--- src/rtl/round_counter_pkg.sv ---
// Shared encodings and constants for the AES round counter and its step unit.
package round_counter_pkg;

  typedef enum logic {
    ST_IDLE = 1'b0,
    ST_RUN  = 1'b1
  } state_t;

  localparam logic DIR_UP   = 1'b0;
  localparam logic DIR_DOWN = 1'b1;

  localparam int unsigned AES_ROUNDS_128 = 10;

endpackage

--- src/rtl/mod_step_unit.sv ---
// Combinational modulo-(LIMIT+1) step: next value and wrap flag for a manual
// increment or decrement of count by step, wrapping or saturating per WRAP.
module mod_step_unit #(
  parameter int unsigned WIDTH  = 4,
  parameter int unsigned LIMIT  = 10,
  parameter bit          WRAP   = 1'b1,
  parameter int unsigned STEP_W = 2
) (
  input  logic [WIDTH-1:0]  count_i,
  input  logic [STEP_W-1:0] step_i,
  input  logic              down_i,
  output logic [WIDTH-1:0]  next_o,
  output logic              wrap_o
);

  localparam logic [WIDTH:0] LIM = (WIDTH+1)'(LIMIT);
  localparam logic [WIDTH:0] MOD = (WIDTH+1)'(LIMIT + 1);

  logic [WIDTH:0] cnt_x;
  logic [WIDTH:0] step_x;
  logic [WIDTH:0] sum;

  assign cnt_x  = {1'b0, count_i};
  assign step_x = (WIDTH+1)'(step_i);
  assign sum    = cnt_x + step_x;

  // One extra bit keeps count+step and count+MOD-step free of overflow.
  always_comb begin
    next_o = count_i;
    wrap_o = 1'b0;
    if (!down_i) begin
      if (sum > LIM) begin
        if (WRAP) begin
          next_o = WIDTH'(sum - MOD);
          wrap_o = 1'b1;
        end else begin
          next_o = WIDTH'(LIM);
        end
      end else begin
        next_o = WIDTH'(sum);
      end
    end else begin
      if (step_x > cnt_x) begin
        if (WRAP) begin
          next_o = WIDTH'(cnt_x + MOD - step_x);
          wrap_o = 1'b1;
        end else begin
          next_o = '0;
        end
      end else begin
        next_o = WIDTH'(cnt_x - step_x);
      end
    end
  end

endmodule

--- src/rtl/round_counter.sv ---
// Bounded 0..LIMIT up/down round counter with manual stepping in IDLE and an
// autonomous full-range sweep in RUN, reporting busy and a done pulse.
module round_counter
  import round_counter_pkg::*;
#(
  parameter int unsigned WIDTH  = 4,
  parameter int unsigned LIMIT  = AES_ROUNDS_128,
  parameter bit          WRAP   = 1'b1,
  parameter int unsigned STEP_W = 2
) (
  input  logic              clock,
  input  logic              reset,
  input  logic              clear,
  input  logic              load,
  input  logic [WIDTH-1:0]  load_value,
  input  logic              increment,
  input  logic              decrement,
  input  logic [STEP_W-1:0] step,
  input  logic              start,
  input  logic              dir,
  input  logic              hold,
  output logic [WIDTH-1:0]  count,
  output logic              at_zero,
  output logic              at_max,
  output logic              wrapped,
  output logic              busy,
  output logic              done
);

  localparam logic [WIDTH-1:0] LIM = WIDTH'(LIMIT);
  localparam logic [WIDTH-1:0] ONE = WIDTH'(1);

  state_t           state_q, state_d;
  logic [WIDTH-1:0] count_q, count_d;
  logic             run_dir_q, run_dir_d;
  logic             done_q, done_d;
  logic             wrapped_q, wrapped_d;

  logic [WIDTH-1:0] step_next;
  logic             step_wrap;
  logic [WIDTH-1:0] run_next;
  logic [WIDTH-1:0] run_term;

  mod_step_unit #(
    .WIDTH (WIDTH),
    .LIMIT (LIMIT),
    .WRAP  (WRAP),
    .STEP_W(STEP_W)
  ) u_step (
    .count_i(count_q),
    .step_i (step),
    .down_i (decrement),
    .next_o (step_next),
    .wrap_o (step_wrap)
  );

  assign run_next = (run_dir_q == DIR_DOWN) ? (count_q - ONE) : (count_q + ONE);
  assign run_term = (run_dir_q == DIR_DOWN) ? '0 : LIM;

  always_comb begin
    state_d   = state_q;
    count_d   = count_q;
    run_dir_d = run_dir_q;
    done_d    = 1'b0;
    wrapped_d = 1'b0;
    unique case (state_q)
      ST_IDLE: begin
        if (clear) begin
          count_d = '0;
        end else if (load) begin
          count_d = (load_value > LIM) ? LIM : load_value;
        end else if (start) begin
          run_dir_d = dir;
          count_d   = (dir == DIR_DOWN) ? LIM : '0;
          state_d   = ST_RUN;
        end else if (increment ^ decrement) begin
          count_d   = step_next;
          wrapped_d = step_wrap;
        end
      end
      ST_RUN: begin
        if (clear) begin
          count_d = '0;
          state_d = ST_IDLE;
        end else if (!hold) begin
          count_d = run_next;
          if (run_next == run_term) begin
            done_d  = 1'b1;
            state_d = ST_IDLE;
          end
        end
      end
      default: state_d = ST_IDLE;
    endcase
  end

  always_ff @(posedge clock or negedge reset) begin
    if (!reset) begin
      state_q   <= ST_IDLE;
      count_q   <= '0;
      run_dir_q <= DIR_UP;
      done_q    <= 1'b0;
      wrapped_q <= 1'b0;
    end else begin
      state_q   <= state_d;
      count_q   <= count_d;
      run_dir_q <= run_dir_d;
      done_q    <= done_d;
      wrapped_q <= wrapped_d;
    end
  end

  assign count   = count_q;
  assign at_zero = (count_q == '0);
  assign at_max  = (count_q == LIM);
  assign wrapped = wrapped_q;
  assign busy    = (state_q == ST_RUN);
  assign done    = done_q;

endmodule

--- config.mk ---
export PLATFORM = sky130hd
export DESIGN_NAME = round_counter
export DESIGN_NICKNAME = d
export VERILOG_FILES = /design/src/rtl/round_counter_pkg.sv /design/src/rtl/mod_step_unit.sv /design/src/rtl/round_counter.sv
export SDC_FILE = /design/constraint.sdc
export NUM_CORES = 1
export LEC_CHECK = 0
export ABC_CLOCK_PERIOD_IN_PS = 3800
export CORE_MARGIN = 4
export CORE_UTILIZATION = 35
export DETAILED_ROUTE_END_ITERATION = 16
export DONT_BUFFER_PORTS = 1
export GPL_ROUTABILITY_DRIVEN = 1
export HOLD_SLACK_MARGIN = 0.06
export PLACE_DENSITY = 0.46
export SKIP_CTS_REPAIR_TIMING = 1
export SLEW_MARGIN = 5
export SYNTH_ARGS = -nofsm -noshare
export SYNTH_HDL_FRONTEND = slang
export SYNTH_SLANG_ARGS = --single-unit
--- constraint.sdc ---
create_clock -name clock -period 3.8 [get_ports clock]
set_clock_uncertainty 0.15 [all_clocks]
set_input_delay 0.38 -clock clock [delete_from_list [all_inputs] [get_ports clock]]
set_output_delay 0.38 -clock clock [all_outputs]
set_load 0.01 [all_outputs]
==> flow_summary_export.csv <==
group,metric,value,unit
cells_and_area,utilization,39.6,%
timing,fin_hold_ws,124,ps
placement,hpwl,2560,microns
clock_network,clock_path_buffers,2,
critical_path,crit_buf_inv,0,
critical_path,critPathCaptureType,"register",
logic_synthesis,synth_xor_area_share,3.78,%
cells_and_area,final_area,0.00123,sq mm
outcome,status,"finished, final reports clean",
die,fp.dieW,65.6,microns
cells_and_area,final_nets,183,
timing,slew_violations,0,
route,drcViolationCount,0,
critical_path,critPathRequiredTime,3830,ps
logic_synthesis,synthSimpleGateAreaFrac,26.8,%
timing,relSlewSlack,60.1,%
global_route,antenna_found_initial,0,
clock_network,tritoncts,"done",
timing,period_share,69.5,%
critical_path,arrival,2670,ps
logic_synthesis,synth-seq-cells,8,
logic_synthesis,muxShareOfSynthArea,0.971,%
route,drt_first_pass_iters,4,
die,start_util,37.4,%
cells_and_area,layout_common_cells,"nor2_1, nand2_1, inv_1, o21ai_0, ha_1",
logic_synthesis,ys_types,42,
logic_synthesis,synth-edff-count,0,
timing,tns,0,ps
power_and_ir_drop,cellPowerDensity,321,mW/mm^2
timing,worstMarginPinSlew,598,ps
flow_run,maxCapViolCount,0,
die,io-pin-count,24,
critical_path,cpLargestDelayFamily,"adder cells",
critical_path,worstSetupStartpointType,"register",
cells_and_area,nFillCells,344,
clock_network,cts-root-buf,"clkbuf_4",
global_route,grt-ovfl-total,0,
global_route,grt.total_usage,16.5,%
logic_synthesis,avgSynthCellArea,7.68,sq um
critical_path,path_class,"register to register",
cells_and_area,layout_commonest_cell,"nor2_1",
die,dieArea,0.00430,sq mm
critical_path,slowest_stage,"fa_1",
power_and_ir_drop,ir_drop,0.0000880,V
logic_synthesis,synth_nets,181,
route,drtIter0Drc,33,
cells_and_area,area_delta_synth_final,5.83,%
logic_synthesis,syn_inst,151,
clock_network,clock_sinks,8,
logic_synthesis,synthArstFlopShare,100,%
clock_network,path_clk_slew,70,ps
timing,fin_crit,2640,ps
logic_synthesis,synth_flop_cell,"dfrtp_1",
route,dr_total_vias,1032,
clock_network,insertion_delay,260,ps
critical_path,cp_cell_sequence,"ha_1, fa_1, ha_1, nand2b_1, nor2b_1, a211oi_2, o21a_1, o21ai_1, a211oi_2",
logic_synthesis,ys_warn_count,0,
placement,portBuffers,0,
logic_synthesis,synth_compound_area_share,24.7,%
cells_and_area,diodes,0,
global_route,grt_max_degree,16,
route,routed_wl,3150,microns
power_and_ir_drop,total_power,394,uW
logic_synthesis,synth_top_family_by_area,"simple AND/OR/NAND/NOR gates",
route,post_drt_wl_per_cell,16.1,microns
timing,fmax,379,MHz
die,core,0.00310,sq mm
route,vias_per_cell,5.29,
timing,finalSetupViolCount,0,
critical_path,crit_fanout,5,
timing,hold_viol_final,0,
route,ant_nets,0,
critical_path,slowest_delay,530,ps
logic_synthesis,syn_area,0.00116,sq mm
placement,place_congestion,0.969,
die,num_rows,20,
cells_and_area,multi_input_area,870,sq um
global_route,grt_pass1_wl,5420,microns
timing,rsz0062_at_grt,"false",
logic_synthesis,synth_fa_ha_area_share,18.8,%
cells_and_area,drive_above_1_share,8.61,%
power_and_ir_drop,power_leakage,0.000510,uW
cells_and_area,ff_latch_area,200,sq um
hold_path,hp-class,"input pin to register",
clock_network,cts_buffers,3,
clock_network,cts-htree-levels,1,
global_route,grt_pass1_vias,1048,
logic_synthesis,ys_seq_area_share,17.3,%
placement,dpl_cell_area,0.00118,sq mm
die,dieHeight,65.6,microns
worst reg2reg max path: stages (launching register included):
cell and delay [ps]:
dfrtp_1 410, ha_1 230, fa_1 530, ha_1 270
nand2b_1 160, nor2b_1 150, a211oi_2 240, o21a_1 130
o21ai_1 90, a211oi_2 200
worst paths after layout:
path                                       start                    end  slack, ps  cells after the start
hold reg to reg            run_dir_q$_DFFE_PN0P_  run_dir_q$_DFFE_PN0P_        590                      1
max in group asynchronous                  reset   count[1]$_DFFE_PN0P_       2870                      1
setup / recovery            count[0]$_DFFE_PN0P_   count[0]$_DFFE_PN0P_       1160                      9
setup reg to reg            count[0]$_DFFE_PN0P_   count[0]$_DFFE_PN0P_       1160                      9
min in group asynchronous                  reset   count[3]$_DFFE_PN0P_        330                      1
hold / removal                             clear   count[2]$_DFFE_PN0P_        120                      2
routing by layer:
metal,global-route usage (%),wire length (microns),vias to the layer above
met4,4.40,51,0
met5,0,0,-
met2,26.3,1440,20
met3,4.62,153,4
met1,21.9,1500,477
li1,-,-,531
area by class of cell:
cell class	count	share of cell area, %
multi-input combinational	123	70.8
clock buffer	3	1.83
sequential	8	16.3
inverter	14	4.28
tap	44	4.49
timing repair buffer	3	2.24
sequential cells by signal, summed over array words and instances, names as in the netlist:
name / flops
busy: 1
done: 1
run_dir_q: 1
wrapped: 1
count: 4
cell usage after synthesis, drive strengths merged, types with 2 or more instances:
| library cell | instances | area share (%) |
|---|---|---|
| nor2 | 19 | 6.1 |
| o21ai | 16 | 6.9 |
| inv | 14 | 4.5 |
| nand2 | 14 | 4.5 |
| ha | 11 | 12 |
| a21oi | 8 | 3.5 |
| dfrtp | 8 | 17 |
| nor3 | 6 | 2.6 |
| a31oi | 5 | 2.7 |
| buf | 5 | 2.9 |
| nor2b | 5 | 2.7 |
| fa | 4 | 6.9 |
| a211oi | 3 | 2.8 |
| nand3 | 3 | 1.3 |
| nor3b | 3 | 2.4 |
| xnor2 | 3 | 2.3 |
| nand2b | 2 | 1.1 |
| nand3b | 2 | 1.3 |
| nor4 | 2 | 1.1 |
| xor2 | 2 | 1.5 |
cell families after synthesis:
logic type / after synthesis
and+or+nand+nor: 61
AOI/OAI and AO/OA: 41
buffers and inverters: 20
adders and majority gates: 15
DFF: 8
xor gates and xnor gates: 5
muxes: 1
stage by stage:
| step | std cells | setup slack, ps |
|---|---|---|
| after global routing | 195 | 893 |
| after CTS | 193 | 1120 |
| after detailed placement | 190 | 1140 |
| after floorplan | 151 | 1220 |
| final | 195 | 1160 |
| after global placement | 190 | 1210 |
power breakdown:
part	internal, uW	total (uW)	switching (uW)
clock	36.3	70.1	33.8
combinational	86.2	201	115
sequential	93.3	122	29.1
No activity file was read; power rests on OpenSTA's default activity.
